[config.mk]
export PLATFORM = sky130hd
export DESIGN_NAME = modulo_busca_instrucao
export DESIGN_NICKNAME = d
export VERILOG_FILES = /design/src/rtl/modulo_busca_instrucao.sv
export SDC_FILE = /design/constraint.sdc
export NUM_CORES = 1
export LEC_CHECK = 0
export CAP_MARGIN = 20
export CORE_ASPECT_RATIO = 1.5
export CORE_UTILIZATION = 40
export CTS_CLUSTER_DIAMETER = 80
export DETAILED_ROUTE_END_ITERATION = 12
export PLACE_DENSITY = 0.78
export SLEW_MARGIN = 20
export SYNTH_ARGS = -nofsm -noshare
export SYNTH_HDL_FRONTEND = slang
export SYNTH_SLANG_ARGS = --single-unit
[constraint.sdc]
create_clock -name clk -period 1.95 [get_ports clk]
set_clock_uncertainty 0.05 [all_clocks]
set_input_delay 0.39 -clock clk [delete_from_list [all_inputs] [get_ports clk]]
set_output_delay 0.39 -clock clk [all_outputs]
set_load 0.01 [all_outputs]
[src/rtl/modulo_busca_instrucao.sv]
// Instruction fetch stage: owns the PC, addresses the combinational ROM and hands
// fetched words to decode over a valid/ready handshake, with redirect and halt.
module modulo_busca_instrucao #(
    parameter int unsigned           DATA_WIDTH = 32,
    parameter int unsigned           ADDR_WIDTH = 13,
    parameter logic [ADDR_WIDTH-1:0] RESET_PC   = '0
) (
    input  logic                  clk,
    input  logic                  reset,
    output logic [ADDR_WIDTH-1:0] addr_mem,
    input  logic [DATA_WIDTH-1:0] instr_mem,
    input  logic                  dec_pronto,
    input  logic                  desvio_en,
    input  logic [ADDR_WIDTH-1:0] desvio_alvo,
    input  logic                  halt,
    input  logic                  retomar,
    output logic                  valido,
    output logic [DATA_WIDTH-1:0] instr_out,
    output logic [ADDR_WIDTH-1:0] pc_out,
    output logic [ADDR_WIDTH-1:0] pc_mais_um,
    output logic                  parado,
    output logic [31:0]           contador_instr
);

    localparam int unsigned CNT_WIDTH = 32;

    typedef enum logic [1:0] {
        INICIO = 2'd0,
        BUSCA  = 2'd1,
        PARADO = 2'd2
    } estado_t;

    estado_t               estado;
    estado_t               estado_n;
    logic [ADDR_WIDTH-1:0] pc;
    logic [ADDR_WIDTH-1:0] pc_n;
    logic                  valido_n;
    logic [DATA_WIDTH-1:0] instr_n;
    logic [ADDR_WIDTH-1:0] pc_out_n;
    logic                  parado_n;
    logic [CNT_WIDTH-1:0]  contador_n;
    logic                  avanca;
    logic                  aceita;

    assign addr_mem   = pc;
    assign pc_mais_um = pc_out + ADDR_WIDTH'(1);
    assign avanca     = !valido || dec_pronto;
    assign aceita     = valido && dec_pronto;

    // Next-state and next-register values; redirect beats halt beats advance.
    always_comb begin
        estado_n   = estado;
        pc_n       = pc;
        valido_n   = valido;
        instr_n    = instr_out;
        pc_out_n   = pc_out;
        contador_n = contador_instr + CNT_WIDTH'(aceita);

        unique case (estado)
            INICIO: begin
                valido_n = 1'b0;
                estado_n = BUSCA;
            end
            BUSCA: begin
                if (desvio_en) begin
                    pc_n     = desvio_alvo;
                    valido_n = 1'b0;
                    if (halt) begin
                        estado_n = PARADO;
                    end
                end else if (halt) begin
                    valido_n = 1'b0;
                    estado_n = PARADO;
                end else if (avanca) begin
                    instr_n  = instr_mem;
                    pc_out_n = pc;
                    valido_n = 1'b1;
                    pc_n     = pc + ADDR_WIDTH'(1);
                end
            end
            PARADO: begin
                valido_n = 1'b0;
                if (retomar) begin
                    estado_n = BUSCA;
                end
            end
            default: begin
                valido_n = 1'b0;
                estado_n = INICIO;
            end
        endcase

        parado_n = (estado_n == PARADO);
    end

    always_ff @(posedge clk) begin
        if (reset) begin
            estado         <= INICIO;
            pc             <= RESET_PC;
            valido         <= 1'b0;
            instr_out      <= '0;
            pc_out         <= '0;
            parado         <= 1'b0;
            contador_instr <= '0;
        end else begin
            estado         <= estado_n;
            pc             <= pc_n;
            valido         <= valido_n;
            instr_out      <= instr_n;
            pc_out         <= pc_out_n;
            parado         <= parado_n;
            contador_instr <= contador_n;
        end
    end

endmodule

* After elaboration in Yosys (flattened, before gate mapping)
Cells that the tools add are included.
** Storage, ports and cells
- Logic and storage cells :: 31
- Input port bits :: 51
- Bits in registers :: 94
- Output and inout bits :: 105
** Operators by class
- Reduce and logical (&&, ||, !) cells :: 8
- Multiplexer cells :: 6
- Equality and inequality tests :: 4
- $add $sub $neg :: 3
- Bitwise gates (word level) :: 3
** Operators with widths (number)
- 13-bit 2-to-1 mux :: 3
- 32-bit by 1-bit adder with 32-bit output :: 1
- 13-bit by 1-bit adder with 13-bit output (second input constant) :: 2
- 2-bit case mux with 3 select lines :: 1
- 2-bit equality test (second input constant) :: 2
- 2-bit 2-to-1 mux :: 2
- 4-bit AND reduction :: 1
- 4-bit OR reduction :: 1
- 1-bit NOT :: 3
- 3-bit AND reduction :: 1
- 2-bit by 1-bit equality test with 1-bit output (second input constant) :: 1
- 2-bit logical NOT :: 1
- 2-bit != test (second input constant) :: 1
- 2-bit nonzero test :: 1
- 1-bit logical AND :: 1
- 1-bit logical NOT :: 1
- 1-bit logical OR :: 1

* Logic depth before layout (Yosys ltp)
- Depth in word-level cells :: 5
- Mapped depth :: 8
- Depth with buffers taken out :: 7

* Worst setup path before layout
No wires, ideal clock.
- Path type :: input port to flip-flop
- Start point :: in dec_pronto
- End point :: reg contador_instr[12]
- Slack :: -0.119 ns
- Setup time :: 0.121 ns
- Stages :: 8
- Arrival :: 1.898 ns
- Cells stage by stage :: and2_1 ha_1 ha_1 and4_1 buf_2 nand4_1 nor2_1 mux2_2
** Between the ends
- Longest elaborated chain between the ends :: 2
** Ends and longest elaborated chain
- start, declared :: line 12 : input logic dec_pronto,
- 1-bit logical AND :: line 48 : assign aceita = valido && dec_pronto;
- 32-bit by 1-bit adder with 32-bit output :: line 57 : contador_n = contador_instr + CNT_WIDTH'(aceita);
- end signal, assigned :: line 112 : contador_instr <= contador_n;
- end, declared :: line 22 : output logic [31:0] contador_instr
Every way passes these cells.
A chain may end at the register's enable or synchronous reset.

* Final worst setup path
- Start point :: reg pc_out[4]
- End point :: out pc_mais_um[6]
** Between the ends
- Longest elaborated chain between the ends :: 1
** Ends and longest elaborated chain
- start, declared :: line 19 : output logic [ADDR_WIDTH-1:0] pc_out,
- start signal, assigned :: line 110 : pc_out <= pc_out_n;
- 13-bit by 1-bit adder with 13-bit output :: line 46 : assign pc_mais_um = pc_out + ADDR_WIDTH'(1);
- end, declared :: line 20 : output logic [ADDR_WIDTH-1:0] pc_mais_um,
Every way passes these cells.

==> metrics.cfg <==
[routing]
drt-initial-drc-count=226
vias_per_cell=5.46
drtPass1Iterations=5
drtAntennaViolNets=0
route.detailed.drc=0
wirelength_um=13600
wl_per_cell_um=15.6
vias=4782

[yosys]
synthDistinctLibCells=49
synth_top_area_cell=dfxtp_1
yosys-top-cells-count=nand2_1, dfxtp_1, a21oi_1, nand3_1, clkbuf_1
synth_nets=586
async_reset_ff_share_pct=0
synthTopCellsByArea=dfxtp_1, nand2_1, a21oi_1
syn_area_per_cell_um2=8.08
netlist_instances=530
ys_seq_area_share_pct=43.9
synth_edf_count=0
synth_top_area_share_pct=43.9
synth_area_um2=4280
yosysMostFrequentCell=nand2_1
ys_warn_count=0
ys_ff_latch=94
synthFlopType=dfxtp_1

[global_route]
grt_first_pass_wirelength_um=22200
grt_usage_pct=24.9
grt_overflow=0
antenna_found_initial=0
grt_pass1_vias=4718
grt_max_degree=46

[sta]
setup_ws_ps=-16.7
setup_viol=3
final_max_slew_viol_count=0
holdWs_ps=403
tns_ps=-40.1
max-slew-margin-rel_pct=68.4
hold_viol=0
rsz0062_at_grt=yes
fin_crit_sh_pct=101
clock.fmax_ghz=0.508
worst_pin_slew_ps=474
period_minus_slack_ps=1970

[clock_network]
clockRootBuffer=clkbuf_16
clock_latency_ps=340
clock_path_buffers=2
htree_levels=3
tritoncts=yes
numCtsBuffers=9
holdBufCountCts=0
cts.sinks=94
clk_pin_slew_ps=60

[hold_path]
hp-class=flop to flop

[run_status]
status=finished, violations left
violations=setup timing

[final_layout]
area_growth_pct=57.9
nNetsFinal=786
fillCellCount=867
final_cell_area_um2=6770
final_util_pct=66.0
drive_above_1_share_pct=16.2
antennaDiodeCount=0

[power_and_ir_drop]
p_comb_share_pct=10.5
power_frac_seq_pct=48.1
p_int_uw=3190
power.share.clock_pct=41.4
pwr_density_cell_nw_per_um2=617
p_sw_share_pct=23.6
leakagePower_uw=0.00247
switchingPower_uw=987
ir_drop_mv=0.468

[setup_path]
start_kind=flop
worstSetupPathType=flop to primary output
slowest_stage=dfxtp_2
cpMostUsedCell=and3_4
worstPathArrival_ps=1530
endpoint_kind=primary output
crit_chain=and3_4, and3_4, buf_6, xor2_1, buf_2
critPathMaxStageDelay_ps=340
cp_max_fo=4
cp.required_ps=1510

[placed_design]
dp_hpwl_um=9930
portBuffers=155
gp_congestion=0.843
dpl_cell_area_um2=6420

[floorplanning]
num_io_pins=156
dieArea_um2=11100
die_w_um=86.5
dieHeight_um=129
core_um2=10200
rows=45
start_util_pct=41.8

[run]
maxCapViolations=0

## repair_timing
item / 4_1_cts / 5_1_grt
resized for setup: 43 / 21
buffers inserted: 0 / 3
endpoints found under the setup margin: 22 / 19
pin swaps: 4 / 14
## layout make-up
| type | instances | area [µm²] | share of cell area (%) |
|---|---|---|---|
| Clock buffer | 10 | 229 | 3.38 |
| Clock inverter | 6 | 61.3 | 0.906 |
| Inverter | 6 | 22.5 | 0.333 |
| Multi-Input combinational cell | 398 | 2350 | 34.7 |
| Sequential cell | 94 | 1890 | 27.9 |
| Tap cell | 141 | 176 | 2.61 |
| Timing Repair Buffer | 221 | 2040 | 30.2 |
## logic make-up after synthesis
group                    count (synthesis)  synth area share, %
AND/OR/NAND/NOR                        244                 28.4
AO/OA/AOI/OAI                          125                 17.5
flip-flops                              94                 43.9
buffers and inverters                   38                 3.65
XOR/XNOR                                20                 4.09
adder cells (fa/ha/maj)                  5                 1.46
multiplexers                             4                 1.02
## final timing paths
| check | start | endpoint | slack [ps] | cells past startpoint |
|---|---|---|---|---|
| max reg2reg | valido | contador_instr[12] | 40 | 8 |
| max | pc_out[4] | pc_mais_um[6] | -20 | 5 |
| min reg2reg | instr_out[15] | instr_out[15] | 400 | 2 |
| min | instr_out[15] | instr_out[15] | 400 | 2 |
## critical path, delay by kind of cell, from the launching register on
family        cells  cell delay, ps
simple gates      2             440
buf+inv           2             280
flops             1             340
xor+xnor          1             150
## flip-flops by register name, indices dropped and copies added (netlist names)
signal          flops
contador_instr     32
instr_out          32
addr_mem           13
pc_out             13
estado              2
parado              1
valido              1
## cells in the final DEF (no fill, tap or decap), drive strengths merged, types with 11 or more instances in the layout
cell and count:
nor2 24, nand2 112, buf 75, clkbuf 11, and3 11, nand4 15
or4 16, o21ai 12, o31ai 18, a21oi 68, dfxtp 94, clkdlybuf4s50 141
nand3 27
## through the flow
stage / worst slack, ps / total power (µW) / instances
floorplan: 27.4 / 2220 / 530
global placement: -472 / 2480 / 857
detailed placement: -531 / 2490 / 857
CTS: -140 / 4210 / 873
finish: -16.7 / 4180 / 876
global route: -86.7 / 4330 / 876
## routing by layer
| metal | GRT usage, % | share of wire (%) |
|---|---|---|
| met3 | 7.25 | 7.0 |
| met4 | 7.84 | 1.8 |
| met1 | 27.6 | 38 |
| met2 | 45.3 | 53 |
| met5 | 0 | 0 |
## power by group through the flow
stage	sequential [µW]	clock, µW	combinational [µW]
after floorplan	2060	0	158
after global placement	2050	0	431
after detailed placement	2050	0	439
after CTS	2010	1760	440
after global routing	2020	1840	474
final	2010	1730	440
(Power assumes the default switching activity.)
